**src/rtl/multicycle_pkg.sv**
```systemverilog
// Shared definitions for the multicycle core: opcode/funct encodings,
// control FSM states, ALU operations and the decoded instruction class.
package multicycle_pkg;

  localparam int unsigned OP_W = 6;

  localparam logic [OP_W-1:0] OP_RTYPE = 6'h00;
  localparam logic [OP_W-1:0] OP_J     = 6'h02;
  localparam logic [OP_W-1:0] OP_BEQ   = 6'h04;
  localparam logic [OP_W-1:0] OP_BNE   = 6'h05;
  localparam logic [OP_W-1:0] OP_ADDI  = 6'h08;
  localparam logic [OP_W-1:0] OP_LUI   = 6'h0F;
  localparam logic [OP_W-1:0] OP_LW    = 6'h23;
  localparam logic [OP_W-1:0] OP_SW    = 6'h2B;
  localparam logic [OP_W-1:0] OP_HALT  = 6'h3F;

  localparam logic [OP_W-1:0] FN_ADD = 6'h20;
  localparam logic [OP_W-1:0] FN_SUB = 6'h22;
  localparam logic [OP_W-1:0] FN_AND = 6'h24;
  localparam logic [OP_W-1:0] FN_OR  = 6'h25;
  localparam logic [OP_W-1:0] FN_SLT = 6'h2A;

  typedef enum logic [2:0] {
    ST_FETCH, ST_DECODE, ST_EXEC, ST_MEM, ST_WB, ST_HALT
  } state_t;

  typedef enum logic [2:0] {
    ALU_ADD, ALU_SUB, ALU_AND, ALU_OR, ALU_SLT, ALU_PASSB
  } alu_op_t;

  // Instruction class drives the EXEC/MEM/WB sequencing.
  typedef enum logic [2:0] {
    CL_ALU, CL_BEQ, CL_BNE, CL_JMP, CL_LOAD, CL_STORE, CL_HALT, CL_ILLEGAL
  } iclass_t;

endpackage

```
**src/rtl/mc_alu.sv**
```systemverilog
// Combinational ALU for the multicycle core.
// Ports: op (operation), a/b (operands), result, zero (result == 0).
module mc_alu
  import multicycle_pkg::*;
#(
  parameter int unsigned DATA_W = 32
) (
  input  alu_op_t           op,
  input  logic [DATA_W-1:0] a,
  input  logic [DATA_W-1:0] b,
  output logic [DATA_W-1:0] result,
  output logic              zero
);

  always_comb begin
    result = '0;
    case (op)
      ALU_ADD:   result = a + b;
      ALU_SUB:   result = a - b;
      ALU_AND:   result = a & b;
      ALU_OR:    result = a | b;
      ALU_SLT:   result = DATA_W'($signed(a) < $signed(b));
      ALU_PASSB: result = b;
      default:   result = '0;
    endcase
  end

  assign zero = (result == '0);

endmodule

```
**src/rtl/multicycle_core.sv**
```systemverilog
// Multicycle CPU core: FETCH/DECODE/EXEC/MEM/WB/HALT control FSM with an
// inline register file (r0 reads as zero) and req/ready memory ports.
// Ports: clk, reset (async, active low); imem_* instruction fetch port;
// dmem_* data port; halted, illegal (sticky), retire (per-instruction
// pulse), pc_out (debug PC).
module multicycle_core
  import multicycle_pkg::*;
#(
  parameter int unsigned      DATA_W   = 32,
  parameter int unsigned      NREGS    = 32,
  parameter int unsigned      ADDR_W   = 16,
  parameter logic [ADDR_W-1:0] RESET_PC = '0
) (
  input  logic              clk,
  input  logic              reset,
  output logic              imem_req,
  output logic [ADDR_W-1:0] imem_addr,
  input  logic [DATA_W-1:0] imem_rdata,
  input  logic              imem_ready,
  output logic              dmem_req,
  output logic              dmem_we,
  output logic [ADDR_W-1:0] dmem_addr,
  output logic [DATA_W-1:0] dmem_wdata,
  input  logic [DATA_W-1:0] dmem_rdata,
  input  logic              dmem_ready,
  output logic              halted,
  output logic              illegal,
  output logic              retire,
  output logic [ADDR_W-1:0] pc_out
);

  localparam int unsigned RIDX_W = $clog2(NREGS);

  state_t            state, state_nx;
  iclass_t           cls;
  alu_op_t           alu_op;
  logic [ADDR_W-1:0] pc;
  logic [DATA_W-1:0] ir, a_reg, b_reg, alu_out, mdr;
  logic [DATA_W-1:0] regs [NREGS];
  logic [OP_W-1:0]   opcode, funct;
  logic [RIDX_W-1:0] r1, r2, r3;
  logic [DATA_W-1:0] imm_se, lui_val, rd1, rd2, rd3;
  logic [DATA_W-1:0] alu_a, alu_b, alu_res;
  logic              alu_zero, use_imm, br_taken, fetch_done, mem_done;

  assign opcode  = ir[31:26];
  assign funct   = ir[5:0];
  assign r1      = ir[21 +: RIDX_W];
  assign r2      = ir[16 +: RIDX_W];
  assign r3      = ir[11 +: RIDX_W];
  assign imm_se  = DATA_W'($signed(ir[15:0]));
  assign lui_val = DATA_W'({ir[15:0], 16'h0000});

  assign fetch_done = imem_req && imem_ready;
  assign mem_done   = dmem_req && dmem_ready;

  assign imem_addr  = pc;
  assign pc_out     = pc;
  assign dmem_addr  = alu_out[ADDR_W-1:0];
  assign dmem_wdata = a_reg;

  // Register file read ports; index 0 always reads zero.
  always_comb begin
    rd1 = (r1 == '0) ? '0 : regs[r1];
    rd2 = (r2 == '0) ? '0 : regs[r2];
    rd3 = (r3 == '0) ? '0 : regs[r3];
  end

  // Instruction decode into class and ALU operation.
  always_comb begin
    cls    = CL_ILLEGAL;
    alu_op = ALU_ADD;
    case (opcode)
      OP_RTYPE: begin
        cls = CL_ALU;
        case (funct)
          FN_ADD:  alu_op = ALU_ADD;
          FN_SUB:  alu_op = ALU_SUB;
          FN_AND:  alu_op = ALU_AND;
          FN_OR:   alu_op = ALU_OR;
          FN_SLT:  alu_op = ALU_SLT;
          default: cls = CL_ILLEGAL;
        endcase
      end
      OP_ADDI: cls = CL_ALU;
      OP_LUI:  begin cls = CL_ALU; alu_op = ALU_PASSB; end
      OP_LW:   cls = CL_LOAD;
      OP_SW:   cls = CL_STORE;
      OP_BEQ:  begin cls = CL_BEQ; alu_op = ALU_SUB; end
      OP_BNE:  begin cls = CL_BNE; alu_op = ALU_SUB; end
      OP_J:    cls = CL_JMP;
      OP_HALT: cls = CL_HALT;
      default: cls = CL_ILLEGAL;
    endcase
  end

  // A holds reg[r1] (store data / branch operand) except for R-type, where
  // A/B hold the two sources reg[r2]/reg[r3]. Immediate forms use B as base.
  assign use_imm = (opcode == OP_ADDI) || (opcode == OP_LW) || (opcode == OP_SW);
  assign alu_a   = use_imm ? b_reg : a_reg;
  assign alu_b   = use_imm ? imm_se : ((opcode == OP_LUI) ? lui_val : b_reg);

  mc_alu #(.DATA_W(DATA_W)) u_alu (
    .op     (alu_op),
    .a      (alu_a),
    .b      (alu_b),
    .result (alu_res),
    .zero   (alu_zero)
  );

  assign br_taken = ((cls == CL_BEQ) && alu_zero) || ((cls == CL_BNE) && !alu_zero);

  // State register.
  always_ff @(posedge clk or negedge reset) begin
    if (!reset) state <= ST_FETCH;
    else        state <= state_nx;
  end

  // Next-state and retire decode.
  always_comb begin
    state_nx = state;
    retire   = 1'b0;
    case (state)
      ST_FETCH:  if (fetch_done) state_nx = ST_DECODE;
      ST_DECODE: state_nx = ST_EXEC;
      ST_EXEC: begin
        case (cls)
          CL_BEQ, CL_BNE, CL_JMP: begin state_nx = ST_FETCH; retire = 1'b1; end
          CL_LOAD, CL_STORE:      state_nx = ST_MEM;
          CL_HALT, CL_ILLEGAL:    state_nx = ST_HALT;
          default:                state_nx = ST_WB;
        endcase
      end
      ST_MEM: begin
        if (mem_done) begin
          if (cls == CL_STORE) begin state_nx = ST_FETCH; retire = 1'b1; end
          else                 state_nx = ST_WB;
        end
      end
      ST_WB:   begin state_nx = ST_FETCH; retire = 1'b1; end
      ST_HALT: state_nx = ST_HALT;
      default: state_nx = ST_HALT;
    endcase
  end

  // Datapath registers and registered handshake/status outputs.
  always_ff @(posedge clk or negedge reset) begin
    if (!reset) begin
      pc       <= RESET_PC;
      ir       <= '0;
      a_reg    <= '0;
      b_reg    <= '0;
      alu_out  <= '0;
      mdr      <= '0;
      illegal  <= 1'b0;
      halted   <= 1'b0;
      imem_req <= 1'b0;
      dmem_req <= 1'b0;
      dmem_we  <= 1'b0;
    end else begin
      imem_req <= (state_nx == ST_FETCH);
      dmem_req <= (state_nx == ST_MEM);
      dmem_we  <= (state_nx == ST_MEM) && (cls == CL_STORE);
      halted   <= (state_nx == ST_HALT);
      case (state)
        ST_FETCH: begin
          if (fetch_done) begin
            ir <= imem_rdata;
            pc <= pc + ADDR_W'(1);
          end
        end
        ST_DECODE: begin
          a_reg <= (opcode == OP_RTYPE) ? rd2 : rd1;
          b_reg <= (opcode == OP_RTYPE) ? rd3 : rd2;
        end
        ST_EXEC: begin
          alu_out <= alu_res;
          // PC already points past the branch, so target is PC + SE(imm).
          if (br_taken)          pc <= pc + imm_se[ADDR_W-1:0];
          if (cls == CL_JMP)     pc <= ir[ADDR_W-1:0];
          if (cls == CL_ILLEGAL) illegal <= 1'b1;
        end
        ST_MEM: if (mem_done && (cls == CL_LOAD)) mdr <= dmem_rdata;
        default: ;
      endcase
    end
  end

  // Register file write port; writes to r0 are dropped.
  always_ff @(posedge clk or negedge reset) begin
    if (!reset) begin
      for (int unsigned i = 0; i < NREGS; i++) regs[i] <= '0;
    end else if ((state == ST_WB) && (r1 != '0)) begin
      regs[r1] <= (cls == CL_LOAD) ? mdr : alu_out;
    end
  end

endmodule

```
**config.mk**
```make
export PLATFORM = sky130hd
export DESIGN_NAME = multicycle_core
export DESIGN_NICKNAME = d
export VERILOG_FILES = /design/src/rtl/multicycle_pkg.sv /design/src/rtl/mc_alu.sv /design/src/rtl/multicycle_core.sv
export SDC_FILE = /design/constraint.sdc
export NUM_CORES = 2
export LEC_CHECK = 0
export ABC_AREA = 0
export ABC_CLOCK_PERIOD_IN_PS = 8360
export CAP_MARGIN = 15
export CORE_MARGIN = 10
export CORE_UTILIZATION = 49
export DETAILED_ROUTE_END_ITERATION = 10
export HOLD_SLACK_MARGIN = 0.15
export PLACE_DENSITY = 0.65
export RECOVER_POWER = 25
export SLEW_MARGIN = 40
export SYNTH_ARGS = -nofsm -noshare
export SYNTH_HDL_FRONTEND = slang
export SYNTH_HIERARCHICAL = 1
export SYNTH_SLANG_ARGS = --single-unit
```
**constraint.sdc**
```tcl
create_clock -name clk -period 8.36 [get_ports clk]
set_clock_uncertainty 0.1 [all_clocks]
set_input_delay 1.254 -clock clk [delete_from_list [all_inputs] [get_ports clk]]
set_output_delay 1.254 -clock clk [all_outputs]
set_load 0.01 [all_outputs]
```
# Word-level counts from Yosys, hierarchy flattened
# Cells that the tools add are included.
[classes] n_mux=39 reduce_logical=32 n_eq_ne=33 magnitude_cmp=5 add_sub_neg=4 bitwise_logic=5
[ops] cell="bitwise mux 1024 bit" count=1
[ops] cell="2-to-1 mux 32 bit" count=16
[ops] cell="binary-select mux 32 bit (select 5 bit)" count=3
[ops] cell="case mux 32 bit (6 select lines)" count=1
[ops] cell="demux 32 bit (select 5 bit)" count=1
[ops] cell="equality test 6 bit (second input constant)" count=8
[ops] cell="2-to-1 mux 16 bit" count=3
[ops] cell="adder 32 bit" count=1
[ops] cell="AND 32 bit" count=1
[ops] cell="zero test 32 bit" count=1
[ops] cell="less-than comparator 32 bit" count=1
[ops] cell="bitwise OR 32 bit" count=1
[ops] cell="case mux 16 bit (2 select lines)" count=1
[ops] cell="subtractor 32 bit" count=1
[ops] cell="equality test 3 bit (second input constant)" count=8
[ops] cell="case mux 3 bit (8 select lines)" count=1
[ops] cell="equality test 3 x 2 -> 1 bit (second input constant)" count=7
[ops] cell="greater-or-equal comparator 6 bit (second input constant)" count=3
[ops] cell="inverter 5 -> 6 bit" count=3
[ops] cell="case mux 3 bit (3 select lines)" count=2
[ops] cell="adder 16 x 1 -> 16 bit (second input constant)" count=1
[ops] cell="adder 16 bit" count=1
[ops] cell="zero test 5 bit" count=3
[ops] cell="case mux 3 bit (5 select lines)" count=1
[ops] cell="23 further kinds" count=48
[word_totals] inputBits=68 word_cells=162 regBits=1208

# Depth between registers and ports, before layout
[depth] ltp_word=13 mapped_depth=30 mapped_depth_nobuf=25

# By module
# Netlist, hierarchy kept.
[by_module_without_submodules] module="multicycle_core" cells_per_inst=6040 seq_area_each_um2=30229.0 area_each_um2=69357.8 n_inst=1
[by_module_without_submodules] module="mc_alu" cells_per_inst=901 seq_area_each_um2=0.0 area_each_um2=5855.6 n_inst=1

# Worst setup path before layout
# OpenSTA, ideal clock, no wires.
[synth_timing] path_kind="register -> register" from="register ir[29]" to="register pc[10] (netlist: imem_addr[10])" setup_time_ps=121 period_less_slack_ps=6883 arrival_ps=6662 path_stages_with_launch=29 setup_slack_ps=1477 path_buffers=6 cell_sequence="dfrtp_1 > clkbuf_1 > nand3_1 > a211oi_1 > clkbuf_1 > buf_1 > nand2_1 > nand2_1 > inv_1 > ha_1 > buf_6 > a2111oi_1 > a211oi_2 > o21ai_2 > a2111oi_4 > a311oi_1 > mux2_1 > or2_1 > or4_1 > or4_1 > or4_1 > nor4_2 > a21oi_1 > a22o_1 > a21o_1 > o21a_1 > buf_2 > buf_6 > a22o_1"
[synth_between] elab_chain_cells=12
[synth_lines] element="start, declared" line_no="multicycle_core.sv:38" text="logic [DATA_W-1:0] ir, a_reg, b_reg, alu_out, mdr;"
[synth_lines] element="start signal, assigned" line_no="multicycle_core.sv:168" text="ir <= imem_rdata;"
[synth_lines] element="equality test 6 x 4 -> 1 bit / equality test 6 bit (equally long branches)" line_no="multicycle_core.sv:99" text="assign use_imm = (opcode == OP_ADDI) || (opcode == OP_LW) || (opcode == OP_SW);"
[synth_lines] element="logical OR 1 bit (2 in series)" line_no="multicycle_core.sv:99"
[synth_lines] element="2-to-1 mux 32 bit *" line_no="multicycle_core.sv:101" text="assign alu_b = use_imm ? imm_se : ((opcode == OP_LUI) ? lui_val : b_reg);"
[synth_lines] element="via alu_b[5]" line_no="multicycle_core.sv:43" text="logic [DATA_W-1:0] alu_a, alu_b, alu_res;"
[synth_lines] element="subtractor 32 bit / adder 32 bit (equally long branches)" line_no="mc_alu.sv:19, mc_alu.sv:18"
[synth_lines] element="case mux 32 bit (6 select lines) *" line_no="mc_alu.sv:17" text="case (op)"
[synth_lines] element="via alu_res[20]" line_no="multicycle_core.sv:43"
[synth_lines] element="zero test 32 bit *" line_no="mc_alu.sv:28" text="assign zero = (result == '0);"
[synth_lines] element="via alu_zero" line_no="multicycle_core.sv:44" text="logic alu_zero, use_imm, br_taken, fetch_done, mem_done;"
[synth_lines] element="zero test 1 bit" line_no="multicycle_core.sv:111" text="assign br_taken = ((cls == CL_BEQ) && alu_zero) || ((cls == CL_BNE) && !alu_zero);"
[synth_lines] element="logical AND 1 bit" line_no="multicycle_core.sv:111"
[synth_lines] element="logical OR 1 bit *" line_no="multicycle_core.sv:111"
[synth_lines] element="!= test 3 bit (no source line) *"
[synth_lines] element="AND reduction 3 bit (no source line) *"
[synth_lines] element="end signal, assigned" line_no="multicycle_core.sv:169" text="pc <= pc + ADDR_W'(1);"
[synth_lines] element="end signal, assigned" line_no="multicycle_core.sv:179" text="if (br_taken) pc <= pc + imm_se[ADDR_W-1:0];"
[synth_lines] element="end signal, assigned" line_no="multicycle_core.sv:180" text="if (cls == CL_JMP) pc <= ir[ADDR_W-1:0];"
[synth_lines] element="end, declared" line_no="multicycle_core.sv:37" text="logic [ADDR_W-1:0] pc;"
# Mark *: on every way through the listed nets, which the timed path passes. The rest lies on a longest branch.
# A chain may end at the register's enable or synchronous reset.

# Final worst setup path
[layout_timing] from="register ir[26]" to="register pc[4] (netlist: imem_addr[4])"
# Same word-level chain as after synthesis.

==> run metrics <==
DRT iter0 DRCs=about 8,600; RePlAce Congestion=0.949; final wirelength=275 mm; worst-margin pin slew=3.92 ns; post-route ant nets=0; initial antenna violation count=9; max FFs per register=about 1,000; Hold Crit Class=reg -> reg; leakage=between 30 and 40 nW; crit end category=flop; Slowest Stage Delay on Critical Path=~0.63 ns; Final Max Tran Viols=426; # fillers=between 10,000 and 15,000; RSZ-0062 raised after global routing=no; CP Launch Point=ir[26]; largest register by flop count=regs; crit start category=flop; final std cells w/o fill=~9,000; maximum vdd ir drop=~0.14 mV; Most used DFF post-synth=dfrtp_1; H-tree levels=4; Hold Startpoint=regs[1016]; pin count of the biggest net entering global routing=about 150; Arr. time, crit path=approximately 8.7 ns; Die H=slightly above 400 µm; Sequential cell area=between 30,000 and 40,000 µm²; Total Power=0.0121 W; Pre-antenna DRT Iters=8; placed insts=between 8,000 and 9,000; Buf+Inv Stages, Crit Path=5; Setup Viol. Count Final=0; distinct cell type count after synthesis=about 100; failing checks=max-capacitance violations, max-slew violations; Fmax=between 100 and 150 MHz; FP Rows=~140; Avg WL per Cell=31.1 µm; count of final hold-check violations=0; CTS sink cnt=1,208; PwrDens=~150 nW/µm²; multi-input logic area=around 42,000 µm²; commonest cells in the netlist=1,208 x dfrtp_1, 1,015 x nand2_1, 864 x mux4_2; Post-synth ARST share=between 90% and 100%; Hold-fix buffers, CTS=0; Top cell by count, worst path=buf_4; Final HPWL DP=roughly 170 mm; total congestion overflow=0; crit-path max FO=28; Starting Density=between 40% and 50%; fin crit period=around 8.0 ns; Via density=6.87; Mapped Area=roughly 75,000 µm²; Mean Syn Cell Area=10.8 µm²; Die W=between 400 and 500 µm; worst skew pair latency=approximately 0.8 ns; die area=between 150,000 and 200,000 µm²; max cap viols=5; Worst-path clk slew=~0.06 ns; share of layout cells above drive strength 1=between 20% and 30%; routed via count=around 61,000; sequential share of the synthesized area=between 40% and 50%; CTS Root Cell=clkbuf_16; total CTS buffers=134; CTS tree=done; Cells after Synth=6,941; vias in the first global route=approximately 60,000; Crit Path Category=reg -> reg; Mapped Nets=between 7,000 and 8,000; Synth top area share=40.2%; final net count=~6,900; placed cell areas=about 79,000 µm²; EDFF count, synth=0; Critical R2R Launch=ir[26]; Seq cells post-synth=1,208; Synth Warn #=6; final instance area=roughly 84,000 µm²; Synth area leaders=dfrtp_1 40%, mux4_2 26%, nand2_1 5.1%, o21ai_0 4.0%, a21oi_1 4.0%; fin crit share=a little over nine tenths; # DRC=0; All-Layer GR Usage=between 30% and 40%; synthesis-to-finish area growth=11.0%; IO buf count=~150; Setup TNS Final=0 ns; setup bufs post-CTS=0; outcome=finished with violations; area leader, netlist=dfrtp_1; global-route wire length before repair=roughly 400 mm; CP max-delay cell=or4_1; CP top delay family=simple AND/OR/NAND/NOR gates; required time of the critical path=between 8 and 9 ns; core box area=around 150,000 µm²; clock buffer depth=3; Slew HR=-162%; most frequent cell after synthesis=dfrtp_1; I/O pins=around 150
[cells in the final DEF (no fill, tap or decap), types with 64 or more instances in the layout]
master	instances
ha_1	117
a22oi_1	199
o21ai_0	597
mux2_2	160
buf_4	132
clkdlybuf4s50_1	152
nor2_1	676
inv_1	105
mux4_2	864
dfrtp_1	1196
a21oi_1	597
nand2_1	998
clkbuf_16	140
nand3_1	64
[cell families (layout without fill, tap and decap cells)]
kind of cell,count (synthesis),count (layout),share of synthesized area [%]
AO/OA/AOI/OAI,1688,1688,13.1
buffers and inverters,840,701,4.68
multiplexers,1068,1068,28.9
adder cells (fa/ha/maj),120,120,2.03
AND/OR/NAND/NOR,1993,1993,10.8
other,0,8,0
flip-flops,1208,1208,40.2
XOR/XNOR,24,24,0.279
[per-stage QoR]
step / hold slack, ns / setup slack, ns / util [%]
after floorplan: 0.345 / 1.48 / -
after global placement: 0.293 / 0.214 / 51.3
after detailed placement: 0.302 / 0.212 / 51.8
after CTS: 0.315 / 0.172 / 54.7
after global routing: 0.328 / 0.0352 / 54.8
final: 0.312 / 0.310 / 54.9
[layer usage]
layer | part of all wire (%) | vias up | GRT usage [%]
met5 | 0.028 | - | 0
met4 | 5.4 | 12 | 16.0
met3 | 12 | 827 | 9.77
met2 | 45 | 3880 | 48.9
met1 | 37 | 30748 | 41.7
li1 | - | 25252 | -
[worst paths after layout]
kind                                        to  slack [ns]  depth (start not counted)
worst min-delay path                regs[1016]        0.31                          0
worst max-delay path              imem_addr[4]        0.31                         27
max in group asynchronous       dmem_wdata[26]        1.15                          3
worst min register to register      regs[1016]        0.31                          0
min in group asynchronous            regs[200]        1.73                          1
worst max register to register    imem_addr[4]        0.31                         27
[area by class of cell]
cell class | count | share of cell area [%]
Timing Repair Buffer | 358 | 4.33
Multi-Input combinational cell | 4893 | 50.5
Clock buffer | 190 | 4.71
Inverter | 107 | 0.481
Antenna cell | 8 | 0.0240
Clock inverter | 46 | 0.674
Tap cell | 2030 | 3.04
Sequential cell | 1208 | 36.2
[power by group]
group	switching [W]	internal (W)	total (W)
logic	0.000123	0.0000351	0.000158
registers	0	0.00585	0.00585
clock network	0.00256	0.00357	0.00613
[timing repair]
| item | 4_1_cts | 5_1_grt |
|---|---|---|
| endpoints found under the setup margin | 0 | 13 |
| resized for setup | 0 | 6 |
| hold endpoints to repair | 0 | 0 |
Power figures use the tool's default switching activity.
